==> config.mk <==
export PLATFORM = sky130hd
export DESIGN_NAME = snake_feeder_ctrl
export DESIGN_NICKNAME = d
export VERILOG_FILES = /design/src/rtl/snake_feeder_ctrl.sv
export SDC_FILE = /design/constraint.sdc
export NUM_CORES = 1
export LEC_CHECK = 0
export CAP_MARGIN = 20
export CORE_AREA = 2 2 627 629
export CTS_CLUSTER_SIZE = 20
export DETAILED_ROUTE_END_ITERATION = 12
export DIE_AREA = 0 0 629 631
export SYNTH_ARGS = -nofsm -noshare
export SYNTH_HDL_FRONTEND = slang
export SYNTH_SLANG_ARGS = --single-unit
export TNS_END_PERCENT = 10
==> constraint.sdc <==
create_clock -name clk -period 5.2 [get_ports clk]
set_input_delay 1.04 -clock clk [delete_from_list [all_inputs] [get_ports clk]]
set_output_delay 1.04 -clock clk [all_outputs]
set_load 0.03 [all_outputs]
==> src/rtl/snake_feeder_ctrl.sv <==
// Streams NW weight words, then the feature map in snake order (two-row head, serpentine body) to the chip.
// Feature beats appear 1 cycle after the read; reads throttle so at most 2 words sit in the skid FIFO or in flight.
module snake_feeder_ctrl #(
    parameter int ROW = 128,
    parameter int COL = 128,
    parameter int DW  = 32,
    parameter int WW  = 768,
    parameter int NW  = 12,
    parameter int AW  = $clog2(ROW*COL)
) (
    input  logic          clk,
    input  logic          rst,
    input  logic          start,
    output logic          busy,
    output logic          done,
    output logic          w_rd_en,
    output logic [3:0]    w_addr,
    input  logic [WW-1:0] w_rdata,
    output logic [WW-1:0] weight_out,
    output logic          weight_valid,
    output logic          f_rd_en,
    output logic [AW-1:0] f_addr,
    input  logic [DW-1:0] f_rdata,
    output logic [DW-1:0] data_out,
    output logic          data_valid,
    input  logic          data_ready,
    output logic          data_last
);

    localparam int RW = $clog2(ROW + 1);
    localparam int CW = $clog2(COL + 1);
    localparam int BW = $clog2(ROW * COL + 1);
    localparam logic [RW-1:0] ROW_END  = RW'(ROW - 1);
    localparam logic [CW-1:0] COL_END  = CW'(COL - 1);
    localparam logic [BW-1:0] BEAT_END = BW'(ROW * COL - 1);
    localparam logic [3:0]    K_END    = 4'(NW - 1);

    typedef enum logic [2:0] {IDLE, WLOAD, HEAD, BODY, DRAIN} state_t;

    state_t        state, state_n;
    logic [3:0]    k, k_n;
    logic [RW-1:0] row, row_n;
    logic [CW-1:0] col, col_n;
    logic [BW-1:0] beat;
    logic          wv, rd_pend, done_q, done_n;
    logic [1:0]    occ;
    logic [DW-1:0] fifo [2];
    logic          rd_ptr, wr_ptr;
    logic          accept, push, pop, room;

    assign busy         = (state != IDLE);
    assign done         = done_q;
    assign w_addr       = k;
    assign weight_valid = wv;
    assign weight_out   = wv ? w_rdata : '0;
    assign f_addr       = AW'(row) * AW'(COL) + AW'(col);

    // Returning read data bypasses the FIFO when it is empty; it is captured only if the chip stalls.
    assign data_valid = (occ != 2'd0) | rd_pend;
    assign data_out   = (occ != 2'd0) ? fifo[rd_ptr] : (rd_pend ? f_rdata : '0);
    assign data_last  = data_valid & (beat == BEAT_END);
    assign accept     = data_valid & data_ready;
    assign room       = ((occ + {1'b0, rd_pend}) < 2'd2) | accept;
    assign push       = rd_pend & ~((occ == 2'd0) & accept);
    assign pop        = accept & (occ != 2'd0);

    always_comb begin
        state_n = state;
        k_n     = k;
        row_n   = row;
        col_n   = col;
        w_rd_en = 1'b0;
        f_rd_en = 1'b0;
        done_n  = 1'b0;
        case (state)
            IDLE: begin
                if (start && !done_q) begin
                    state_n = WLOAD;
                    k_n     = '0;
                    row_n   = '0;
                    col_n   = '0;
                end
            end
            WLOAD: begin
                w_rd_en = 1'b1;
                if (k == K_END) begin
                    state_n = HEAD;
                    k_n     = '0;
                end else begin
                    k_n = k + 4'd1;
                end
            end
            HEAD: begin
                f_rd_en = room;
                if (room) begin
                    if (row == '0) begin
                        row_n = RW'(1);
                    end else if (col != COL_END) begin
                        row_n = '0;
                        col_n = col + CW'(1);
                    end else if (ROW == 2) begin
                        state_n = DRAIN;
                    end else begin
                        state_n = BODY;
                        row_n   = RW'(2);
                        col_n   = COL_END;
                    end
                end
            end
            BODY: begin
                f_rd_en = room;
                if (room) begin
                    // Even rows walk right-to-left, odd rows left-to-right.
                    if (!row[0]) begin
                        if (col != '0) begin
                            col_n = col - CW'(1);
                        end else if (row == ROW_END) begin
                            state_n = DRAIN;
                        end else begin
                            row_n = row + RW'(1);
                            col_n = '0;
                        end
                    end else begin
                        if (col != COL_END) begin
                            col_n = col + CW'(1);
                        end else if (row == ROW_END) begin
                            state_n = DRAIN;
                        end else begin
                            row_n = row + RW'(1);
                            col_n = COL_END;
                        end
                    end
                end
            end
            DRAIN: begin
                if (accept && data_last) begin
                    state_n = IDLE;
                    done_n  = 1'b1;
                    row_n   = '0;
                    col_n   = '0;
                end
            end
            default: state_n = IDLE;
        endcase
    end

    always_ff @(posedge clk) begin
        if (rst) begin
            state   <= IDLE;
            k       <= '0;
            row     <= '0;
            col     <= '0;
            beat    <= '0;
            wv      <= 1'b0;
            rd_pend <= 1'b0;
            done_q  <= 1'b0;
            occ     <= '0;
            rd_ptr  <= 1'b0;
            wr_ptr  <= 1'b0;
            fifo[0] <= '0;
            fifo[1] <= '0;
        end else begin
            state   <= state_n;
            k       <= k_n;
            row     <= row_n;
            col     <= col_n;
            wv      <= w_rd_en;
            rd_pend <= f_rd_en;
            done_q  <= done_n;
            if (state == IDLE) begin
                beat <= '0;
            end else if (accept) begin
                beat <= beat + BW'(1);
            end
            if (push) begin
                fifo[wr_ptr] <= f_rdata;
                wr_ptr       <= ~wr_ptr;
            end
            if (pop) begin
                rd_ptr <= ~rd_ptr;
            end
            occ <= occ + {1'b0, push} - {1'b0, pop};
        end
    end

endmodule

# Word-level counts from Yosys, hierarchy flattened

Memory sizes are Yosys's and may differ from the RTL's. A register that Yosys moved wholly into a read port is not among the register bits.
Cells that the tools add are included.

Add/sub/neg operators: 9
Multiply operators: 0
Divide/modulo/power cells: 0
Order comparisons: 1
Eq/ne operators: 20
Shift operators: 0
Multiplexer cells: 53
Bitwise gates (word level): 11
Reductions and logical operators: 20

Operator list:

| operator              | number |
|---|---|
| $mux 768              | 1 |
| $mux 8                | 18 |
| $mux 32               | 3 |
| $pmux 8 s4            | 2 |
| $mux 3                | 11 |
| $reduce_or 32->1      | 1 |
| $add 8x1->8 const B   | 2 |
| $ne 2x2->1 const B    | 8 |
| $reduce_and 8->1      | 2 |
| $add 15x1->15 const B | 1 |
| $eq 15x14->1 const B  | 1 |
| $pmux 3 s5            | 1 |
| $add 14x8->14         | 1 |
| $mux 1                | 12 |
| $reduce_and 9->1      | 1 |
| $eq 8x7->1 const B    | 1 |
| $logic_not 8->1       | 1 |
| $mux 4                | 2 |
| $ne 4x4->1 const B    | 2 |
| $ne 8x7->1 const B    | 1 |
| $pmux 4 s2            | 1 |
| $reduce_bool 8->1     | 1 |
| $sub 8x1->8 const B   | 1 |
| $eq 3x2->1 const B    | 2 |
| other kinds (22)      | 37 |

Bits in registers: 45
Latch bits: 0
Memory bits (writable): 64
Bits in read-only memories: 0
Input port bits: 804
Output and inout bits: 825
Word-level logic and storage cells: 127
Memories kept: 1

Memory list:

| memory | depth | width | rd ports | clocked after memory_dff | wr ports | line | text |
|---|---|---|---|---|---|---|---|
| fifo   | 2     | 32    | 1        | 1                        | 2        | 47   | `logic [DW-1:0] fifo [2];` |

# Longest topological paths before layout

Gate-level depths: netlist (run 1).

Word-level depth: 11
Depth in mapped cells: 9
Depth with buffers taken out: 9

# Worst setup path after synthesis (run 1)

Ideal clock, no wire load.

Path kind: input to register
From: input data_ready
To: memory fifo[0][0] (enable)
Data arrival time: 3501 ps
Required time: 4734 ps
Setup slack: 1233 ps
Cell stages on the path: 3
Path buffers: 0
Path through: nand2_1 > nand2_1 > o21ai_0

RTL lines:

| element            | line | text |
|---|---|---|
| start: declaration | 26   | `input logic data_ready,` |
| end: declaration   | 47   |  |

# Worst setup path in the final report (run 1)

From: input w_rdata[128]
To: output weight_out[128]

Cells in the longest elaborated chain, start to end: 1

Ends and longest elaborated chain:

| element            | line | text |
|---|---|---|
| start: declaration | 18   | `input logic [WW-1:0] w_rdata,` |
| $mux 768           | 55   | `assign weight_out = wv ? w_rdata : '0;` |
| end: declaration   | 19   | `output logic [WW-1:0] weight_out,` |

Every way passes these cells.

==> flow_summary.rst, run 1 <==
.. list-table::
   :header-rows: 1

   * - Metric
     - Value
   * - Portion of synthesized cell area occupied by the leading cell type
     - 0.472
   * - Transition time at the pin with the least slew margin
     - 1.15 ns
   * - Startpoint-to-endpoint class of the critical path
     - in -> out
   * - H-tree level count
     - 3
   * - Maximum clock path buffer count
     - 2
   * - Arrival time of data at the critical path endpoint
     - 3.11 ns
   * - Detailed-route via count
     - 18.9k
   * - Synth warnings
     - 0
   * - Leakage power of the design
     - 0.0107 uW
   * - Class of the tightest hold or removal check
     - reg -> reg
   * - Power density over the cells
     - 265 mW/mm2
   * - Core region area
     - 0.391 mm2
   * - Max Slew Vio Count
     - 0
   * - Vias in the first global route
     - 17.5k
   * - Startpoint type of the worst setup path
     - input pin
   * - Async set-reset flop share out of synthesis
     - 0
   * - Post-CTS Hold Buffers
     - 0
   * - Unrepaired setup endpoints after global routing
     - no
   * - Cell repeated most along the worst path
     - sky130_fd_sc_hd__clkdlybuf4s50_1
   * - Combinational share of power
     - 0.796
   * - Fraction of final layout cells with drive strength greater than 1
     - 0.0364
   * - Number of detailed-route iterations in the first pass
     - 5
   * - Synthesis-to-finish area growth
     - 209%
   * - Run status
     - finished, final reports clean
   * - Cell at the root of the clock tree
     - sky130_fd_sc_hd__clkbuf_16
   * - Number of logic stages on the critical path including buffering
     - 3
   * - Post-CTS setup buffer count
     - 0
   * - Clock share of power
     - 0.080
   * - Cell class contributing the biggest share of worst-path delay
     - buffers and inverters
   * - DRC viols
     - 0
   * - Cells after synthesis
     - 1471
   * - Share of synthesized area occupied by flip-flops and latches
     - 0.256
   * - XOR/XNOR Fraction of Synth Area
     - 0.0182
   * - Post-route setup TNS
     - 0 ns
   * - Dominant combinational cell family by area after synthesis
     - simple AND/OR/NAND/NOR gates
   * - Leading cell type by number of instances after synthesis
     - sky130_fd_sc_hd__and2_1
   * - List of most frequent post-synthesis cells
     - sky130_fd_sc_hd__and2_1 (836), sky130_fd_sc_hd__clkbuf_1 (113), sky130_fd_sc_hd__edfxtp_1 (64), sky130_fd_sc_hd__nand3_1 (48), sky130_fd_sc_hd__o21ai_0 (48)
   * - Leading cell types by total area after synthesis
     - sky130_fd_sc_hd__and2_1 (47%), sky130_fd_sc_hd__edfxtp_1 (17%), sky130_fd_sc_hd__dfxtp_1 (8.3%)
   * - Slew HR
     - 0.232
   * - Total internal power
     - 3820 uW
   * - Sequential share of power
     - 0.125
   * - Post-synthesis share of cell area spent on and, or, nand and nor gates
     - 0.562
   * - Number of buffers added by the clock tree synthesis step
     - 9
   * - Cell at the slowest stage of the critical path
     - sky130_fd_sc_hd__clkdlybuf4s50_1
   * - # clock sinks
     - 110
   * - Layout Cell Area excl Fill
     - 0.0342 mm2
   * - Achievable clock frequency
     - 241 MHz
   * - I/O pin total
     - 1629
   * - Time the worst path needs with I/O delays and setup
     - 4.15 ns
   * - Starting density of the core
     - 0.0284
   * - Endpoint of the most critical register-to-register path
     - fifo[1][14]
   * - Post-synthesis average cell area
     - 7.54 um2
   * - Multiplexer fraction of the synthesized cell area
     - 0.0354
   * - CP max stage delay
     - 0.82 ns
   * - Yosys cell types
     - 65
   * - Post-synth design cell area
     - 0.0111 mm2
   * - Total track usage
     - 0.160
   * - Pre-CTS worst setup slack
     - 0.913 ns
   * - Die X
     - 629 um
   * - Worst hold-check slack
     - 0.479 ns
   * - Final total power
     - 9060 uW
   * - Net switching power of the design
     - 5240 uW
   * - Global-route congestion overflow total
     - 0
   * - Maximum fanout along the worst path
     - 1
   * - Row count
     - 230
   * - Adder and majority cell fraction of the synthesized area
     - 0.0124
   * - Setup slack of the critical path after layout
     - 1.05 ns
   * - Peak supply drop
     - 0.184 mV
   * - Buf/Inv on CP
     - 2
   * - # Max-Cap Violations
     - 0
   * - Maximum number of pins on one net before global-route repair
     - 110
   * - Fraction of power spent switching nets
     - 0.578
   * - Post_cts resized
     - 0
   * - Count of flip-flops with a built-in enable after synthesis
     - 64
   * - Setup slack of the most critical reg-to-reg path
     - 2.03 ns
   * - Routed wirelength normalized by instance count
     - 39.9 um
   * - Half-perimeter wire length after detailed placement
     - 314000 um
   * - Critical path endpoint
     - weight_out[128]
   * - Cell type with the largest total area after synthesis
     - sky130_fd_sc_hd__and2_1
   * - Wire length of the first global-routing pass
     - 370000 um
   * - Worst reg2reg path depth
     - 7
   * - Count of state elements after synthesis
     - 110
   * - Flip-flop cell with the highest count after synthesis
     - sky130_fd_sc_hd__edfxtp_1
   * - Placer's final routability congestion estimate
     - 0.910
   * - Floorplan die height
     - 631 um
   * - Worst R2R Start
     - occ[0]
   * - Post-detailed-placement cell area
     - 0.0338 mm2
   * - Drt total wl
     - 331000 um
   * - Final hold violation count
     - 0
   * - DR iter-0 viols
     - 1127
   * - Fill cells
     - 45.8k
   * - Syn_nets
     - 2286
   * - Final number of setup-violating endpoints
     - 0
   * - Number of nets at the end of the flow
     - 3834
   * - Clock-pin slew reported for the worst setup and hold paths after clock tree synthesis
     - 0.09 ns
   * - Total Die Area
     - 0.397 mm2
   * - Count of cells along the worst hold path
     - 2
   * - Setup Skew
     - 0.0135 ns
   * - Post-synthesis compound-gate area fraction
     - 0.0624
   * - CTS tree
     - done
   * - Required time of the worst setup path
     - 4.16 ns
   * - Number of antenna violations at the first check in global routing
     - 429
   * - Via count normalized by instance count
     - 2.27
   * - Detail Route Antenna Nets
     - 0
   * - Worst skew pair latency
     - 0.37 ns
   * - Fraction of the cycle the final worst path needs
     - 0.798
   * - Count of buffers from port buffering
     - 1628
   * - Setup crit start
     - w_rdata[128]
   * - Worst-path cell chain
     - clkdlybuf4s50_1 -> and2_1 -> clkdlybuf4s50_1
   * - Crit end category
     - output pin
==> cell usage in the layout (no fill, tap or decap), drive strengths merged, types with 3 or more instances in the layout <==
cell type,n
xor2,12
ha,11
clkdlybuf4s50,1597
dfxtp,46
clkbuf,9
or4,6
nor2,43
and2,837
o211ai,4
xnor2,11
a211oi,5
diode,61
nand2b,4
o311ai,4
buf,72
edfxtp,64
nor3,9
a31oi,4
nand2,39
nand4,10
a21oi,24
mux2i,37
clkinv,4
nor2b,9
inv,16
o31ai,3
o21ai,49
or3,7
and3,5
nand3,48
==> per-stage QoR <==
stage | util | std cells
after floorplan | - | 1471
after global placement | 0.0864 | 8228
after detailed placement | 0.0864 | 8228
after CTS | 0.0872 | 8244
after global routing | 0.0873 | 8270
final | 0.0875 | 8305
==> cell families (layout without fill, tap and decap cells) <==
group | after synthesis | count (layout)
muxes | 39 | 39
adders and majority gates | 11 | 11
buffers and inverters | 145 | 1698
other | 0 | 61
xor gates and xnor gates | 23 | 23
DFF | 110 | 110
and+or+nand+nor | 1032 | 1032
AOI/OAI and AO/OA | 111 | 111
==> power groups by stage <==
stage / clock network [uW] / logic [uW] / registers (uW)
2_1_floorplan: 0 / 3020 / 1060
5_1_grt: 764 / 7630 / 1140
6_report: 721 / 7210 / 1130
3_5_place_dp: 0 / 7370 / 1150
3_3_place_gp: 0 / 7400 / 1150
4_1_cts: 733 / 7420 / 1130
==> registers in the layout, indices dropped and copies added, names as in the netlist, named ones only <==
register / cells
beat: 15
col: 8
done: 1
fifo: 64
occ: 2
rd_pend: 1
rd_ptr: 1
row: 8
state: 3
w_addr: 4
weight_valid: 1
wr_ptr: 1
==> layer usage <==
layer	vias to the layer above	global-route usage	share of wire
met5	-	0	0.0011
met4	58	0.0232	0.023
met3	693	0.112	0.16
met2	1752	0.288	0.50
met1	8483	0.151	0.32
li1	7886	-	-
==> cell type report <==
class                           count  area (um2)  share of cell area
Timing Repair Buffer             1669       16600               0.486
Multi-Input combinational cell   1216        7690               0.225
Tap cell                         5220        6530               0.191
Sequential cell                   110        2850              0.0832
Clock buffer                        9         225             0.00658
Antenna cell                       61         153             0.00446
Clock inverter                      7        81.3             0.00238
Inverter                           13        48.8             0.00143
==> how the worst min path moves through the flow <==
stage | slack, ns | start | endpoint
2_1_floorplan | 0.45 | beat[1] | beat[1]
3_3_place_gp | 0.47 | beat[1] | beat[1]
3_5_place_dp | 0.47 | beat[1] | beat[1]
4_1_cts | 0.48 | beat[1] | beat[1]
5_1_grt | 0.52 | beat[1] | beat[1]
6_report | 0.48 | beat[1] | beat[1]
==> worst min-delay path: stages, from the launching register on <==
cell                      delay (ns)
sky130_fd_sc_hd__dfxtp_1        0.33
sky130_fd_sc_hd__nand2_1        0.06
sky130_fd_sc_hd__a21oi_1        0.05
Power figures use the tool's default switching activity.
==> run 2: changes to the inputs <==
--- a/config.mk
+++ b/config.mk
@@ -6,10 +6,10 @@
 export NUM_CORES = 1
 export LEC_CHECK = 0
 export CAP_MARGIN = 20
-export CORE_AREA = 2 2 627 629
+export CORE_AREA = 2 2 635 637
 export CTS_CLUSTER_SIZE = 20
 export DETAILED_ROUTE_END_ITERATION = 12
-export DIE_AREA = 0 0 629 631
+export DIE_AREA = 0 0 637 639
 export SYNTH_ARGS = -nofsm -noshare
 export SYNTH_HDL_FRONTEND = slang
 export SYNTH_SLANG_ARGS = --single-unit
==> constraint.sdc (replaced) <==
create_clock -name clk -period 3.7 [get_ports clk]
set_input_delay 0.74 -clock clk [delete_from_list [all_inputs] [get_ports clk]]
set_output_delay 0.74 -clock clk [all_outputs]
set_load 0.03 [all_outputs]
==> run 2 against run 1 <==
  * Global-route usage rose by 2.3 points
  * Combinational power rose by 54%
  * Clock power is 55% higher
  * Hold slack improved by 0.0093 ns
  * Power grew 52%
  * Sequential share of layout area shrank 0.14 points
  * Cell count is 1.0% higher
  * Setup slack worse by 0.82 ns
  * Non-clock buffer count shrank 5
  * Core utilization fell by 0.067 points
  * Count of clock-buffer cells in the layout up 1
  * Largest cell class unchanged
  * Largest power group unchanged
  * Highest routed layer unchanged
==> flow_summary.rst, run 2 (synthesis results as in run 1) <==
.. list-table::
   :header-rows: 1

   * - Metric
     - Value
   * - Drt total wl
     - 387000 um (+17%)
   * - Net switching power of the design
     - 8140 uW (+55%)
   * - Global-route congestion overflow total
     - 0 (unchanged)
   * - CTS tree
     - done
   * - Fraction of the cycle the final worst path needs
     - 0.937
   * - Unrepaired setup endpoints after global routing
     - no
   * - Final total power
     - 13800 uW (+52%)
   * - I/O pin total
     - 1629 (unchanged)
   * - Largest registers in the final layout
     - fifo x64, beat x15
   * - Startpoint of the most critical hold path
     - beat[1]
   * - Total internal power
     - 5650 uW (+48%)
   * - Pre-CTS worst setup slack
     - 0.335 ns (-0.578 ns)
   * - Total Die Area
     - 0.407 mm2 (+2.6%)
   * - Endpoint of the most critical register-to-register path
     - row[3]
   * - Core region area
     - 0.401 mm2 (+2.6%)
   * - Die X
     - 637 um (+1.3%)
   * - Run status
     - finished, final reports clean
   * - Arrival time of data at the critical path endpoint
     - 2.73 ns (-0.38 ns)
   * - Final hold violation count
     - 0 (unchanged)
   * - Worst R2R Start
     - col[0]
   * - Leakage power of the design
     - 0.0123 uW (+15%)
   * - Crit end category
     - output pin
   * - Wire length of the first global-routing pass
     - 425000 um (+15%)
   * - Final number of setup-violating endpoints
     - 0 (unchanged)
   * - Worst skew pair latency
     - 0.40 ns (+0.03 ns)
   * - DR iter-0 viols
     - 1439 (+28%)
   * - Fill cells
     - 46.6k (+1.6%)
   * - Max Slew Vio Count
     - 0 (unchanged)
   * - Detail Route Antenna Nets
     - 0 (unchanged)
   * - Slew HR
     - 0.462 (+0.229)
   * - Fraction of power spent switching nets
     - 0.590 (+0.0117)
   * - DRC viols
     - 0 (unchanged)
   * - Leading cell types in the layout, fill and taps excluded
     - sky130_fd_sc_hd__clkdlybuf4s50_1 (1003), sky130_fd_sc_hd__and2_1 (836), sky130_fd_sc_hd__buf_4 (494), sky130_fd_sc_hd__buf_12 (167), sky130_fd_sc_hd__edfxtp_1 (64)
   * - Most common cell after layout, fill and taps aside
     - sky130_fd_sc_hd__clkdlybuf4s50_1
   * - Startpoint-to-endpoint class of the critical path
     - reg -> out
   * - Transition time at the pin with the least slew margin
     - 0.806 ns (-0.346 ns)
   * - Half-perimeter wire length after detailed placement
     - 371000 um (+18%)
   * - Starting density of the core
     - 0.0277 (-0.000712)
   * - Clock share of power
     - 0.081 (about the same)
   * - Post-CTS setup buffer count
     - 0 (unchanged)
   * - Via count normalized by instance count
     - 2.28 (+0.31%)
   * - Floorplan die height
     - 639 um (+1.3%)
   * - Maximum fanout along the worst path
     - 28 (+27)
   * - Total track usage
     - 0.183 (+0.0228)
   * - Combinational share of power
     - 0.806 (+0.010)
   * - Post_cts resized
     - 0 (unchanged)
   * - Number of buffers added by the clock tree synthesis step
     - 9 (unchanged)
   * - Worst hold-check slack
     - 0.489 ns (+0.00935 ns)
   * - Worst min-delay path endpoint
     - beat[1]
   * - # Max-Cap Violations
     - 0 (unchanged)
   * - Cell at the root of the clock tree
     - sky130_fd_sc_hd__clkbuf_16
   * - Area used by multi-input combinational logic
     - 0.00769 mm2 (about the same)
   * - Required time of the worst setup path
     - 2.96 ns (-1.20 ns)
   * - # clock sinks
     - 110 (unchanged)
   * - Number of nets at the end of the flow
     - 3829 (-0.13%)
   * - Setup Skew
     - 0.0234 ns (+0.00987 ns)
   * - Routed wirelength normalized by instance count
     - 46.2 um (+16%)
   * - Count of buffers from port buffering
     - 1628 (unchanged)
   * - Vias in the first global route
     - 17.9k (+2.0%)
   * - Peak supply drop
     - 0.237 mV (+28%)
   * - Worst reg2reg path depth
     - 8 (+1)
   * - Clock-pin slew reported for the worst setup and hold paths after clock tree synthesis
     - 0.09 ns (about the same)
   * - Register containing the most flip-flops in the final layout
     - fifo
   * - Synthesis-to-finish area growth
     - 214%
   * - Fraction of final layout cells with drive strength greater than 1
     - 0.232 (+0.195)
   * - Placer's final routability congestion estimate
     - 0.945 (+3.8%)
   * - Maximum number of pins on one net before global-route repair
     - 106 (-3.6%)
   * - Startpoint type of the worst setup path
     - flop
   * - Area occupied by registers
     - 0.00285 mm2 (about the same)
   * - Post-CTS Hold Buffers
     - 0 (unchanged)
   * - Achievable clock frequency
     - 288 MHz
   * - Number of antenna violations at the first check in global routing
     - 430 (+0.23%)
   * - H-tree level count
     - 3 (unchanged)
   * - Maximum clock path buffer count
     - 2 (unchanged)
   * - Time the worst path needs with I/O delays and setup
     - 3.47 ns
   * - Post-route setup TNS
     - 0 ns (unchanged)
   * - Count of cells along the worst hold path
     - 2 (unchanged)
   * - Setup slack of the most critical reg-to-reg path
     - 0.77 ns (-1.26 ns)
   * - Sequential share of power
     - 0.114 (-0.011)
   * - Class of the tightest hold or removal check
     - reg -> reg
   * - Number of detailed-route iterations in the first pass
     - 5 (unchanged)
   * - Number of flip-flops in the largest register
     - 64 (unchanged)
   * - Row count
     - 233 (+1.3%)
   * - Power density over the cells
     - 396 mW/mm2 (+50%)
   * - Detailed-route via count
     - 19.1k (+1.3%)
   * - Setup slack of the critical path after layout
     - 0.234 ns (-0.816 ns)
## run 2: cell count changes in the layout (fill, tap and decap cells not counted), moves of 2 or more
cell	change
sky130_fd_sc_hd__clkdlybuf4s50_1	-594
sky130_fd_sc_hd__buf_4	+431
sky130_fd_sc_hd__buf_12	+158
sky130_fd_sc_hd__diode_2	+21
sky130_fd_sc_hd__clkinv_4	-2
## run 2: cell type report
type | count | share of cell area
Multi-Input combinational cell | 1216 | 0.221
Clock inverter | 6 | 0.00223
Antenna cell | 82 | 0.00589
Tap cell | 5287 | 0.190
Clock buffer | 10 | 0.00719
Inverter | 13 | 0.00140
Timing Repair Buffer | 1664 | 0.491
Sequential cell | 110 | 0.0818
## run 2: per-stage QoR
stage	utilization	cells	area (um2)
global placement	0.0855	8290	34300
floorplan	-	1471	11100
finish	0.0869	8388	34800
CTS	0.0864	8306	34600
detailed placement	0.0855	8290	34300
global route	0.0865	8329	34700
## run 2: layer usage
metal | global-route usage | part of all wire
met5 | 0 | 0.0028
met4 | 0.0190 | 0.019
met3 | 0.150 | 0.17
met2 | 0.313 | 0.47
met1 | 0.174 | 0.33
## run 2: power by group through the flow
| stage | logic (uW) | clock network (uW) | registers [uW] |
|---|---|---|---|
| floorplan | 4250 | 0 | 1490 |
| global placement | 11500 | 0 | 1590 |
| detailed placement | 11400 | 0 | 1600 |
| CTS | 11500 | 1140 | 1570 |
| global route | 11700 | 1190 | 1580 |
| finish | 11100 | 1120 | 1570 |
## run 2: how the worst max path moves through the flow
stage	depth (start not counted)	from	slack (ns)	to
finish	4	weight_valid	0.23	weight_out[578]
global route	4	flop	0.09	data_out[26]
CTS	4	weight_valid	0.11	weight_out[578]
detailed placement	4	f_rdata[23]	0.33	data_out[23]
global placement	4	f_rdata[23]	0.31	data_out[23]
floorplan	3	data_ready	0.03	fifo[0][0]
## run 2: worst max-delay path, cell delays in order, from the launching register on
cell,delay (ns)
sky130_fd_sc_hd__dfxtp_4,0.66
sky130_fd_sc_hd__buf_12,0.25
sky130_fd_sc_hd__buf_4,0.19
sky130_fd_sc_hd__and2_1,0.32
sky130_fd_sc_hd__clkdlybuf4s50_1,0.88
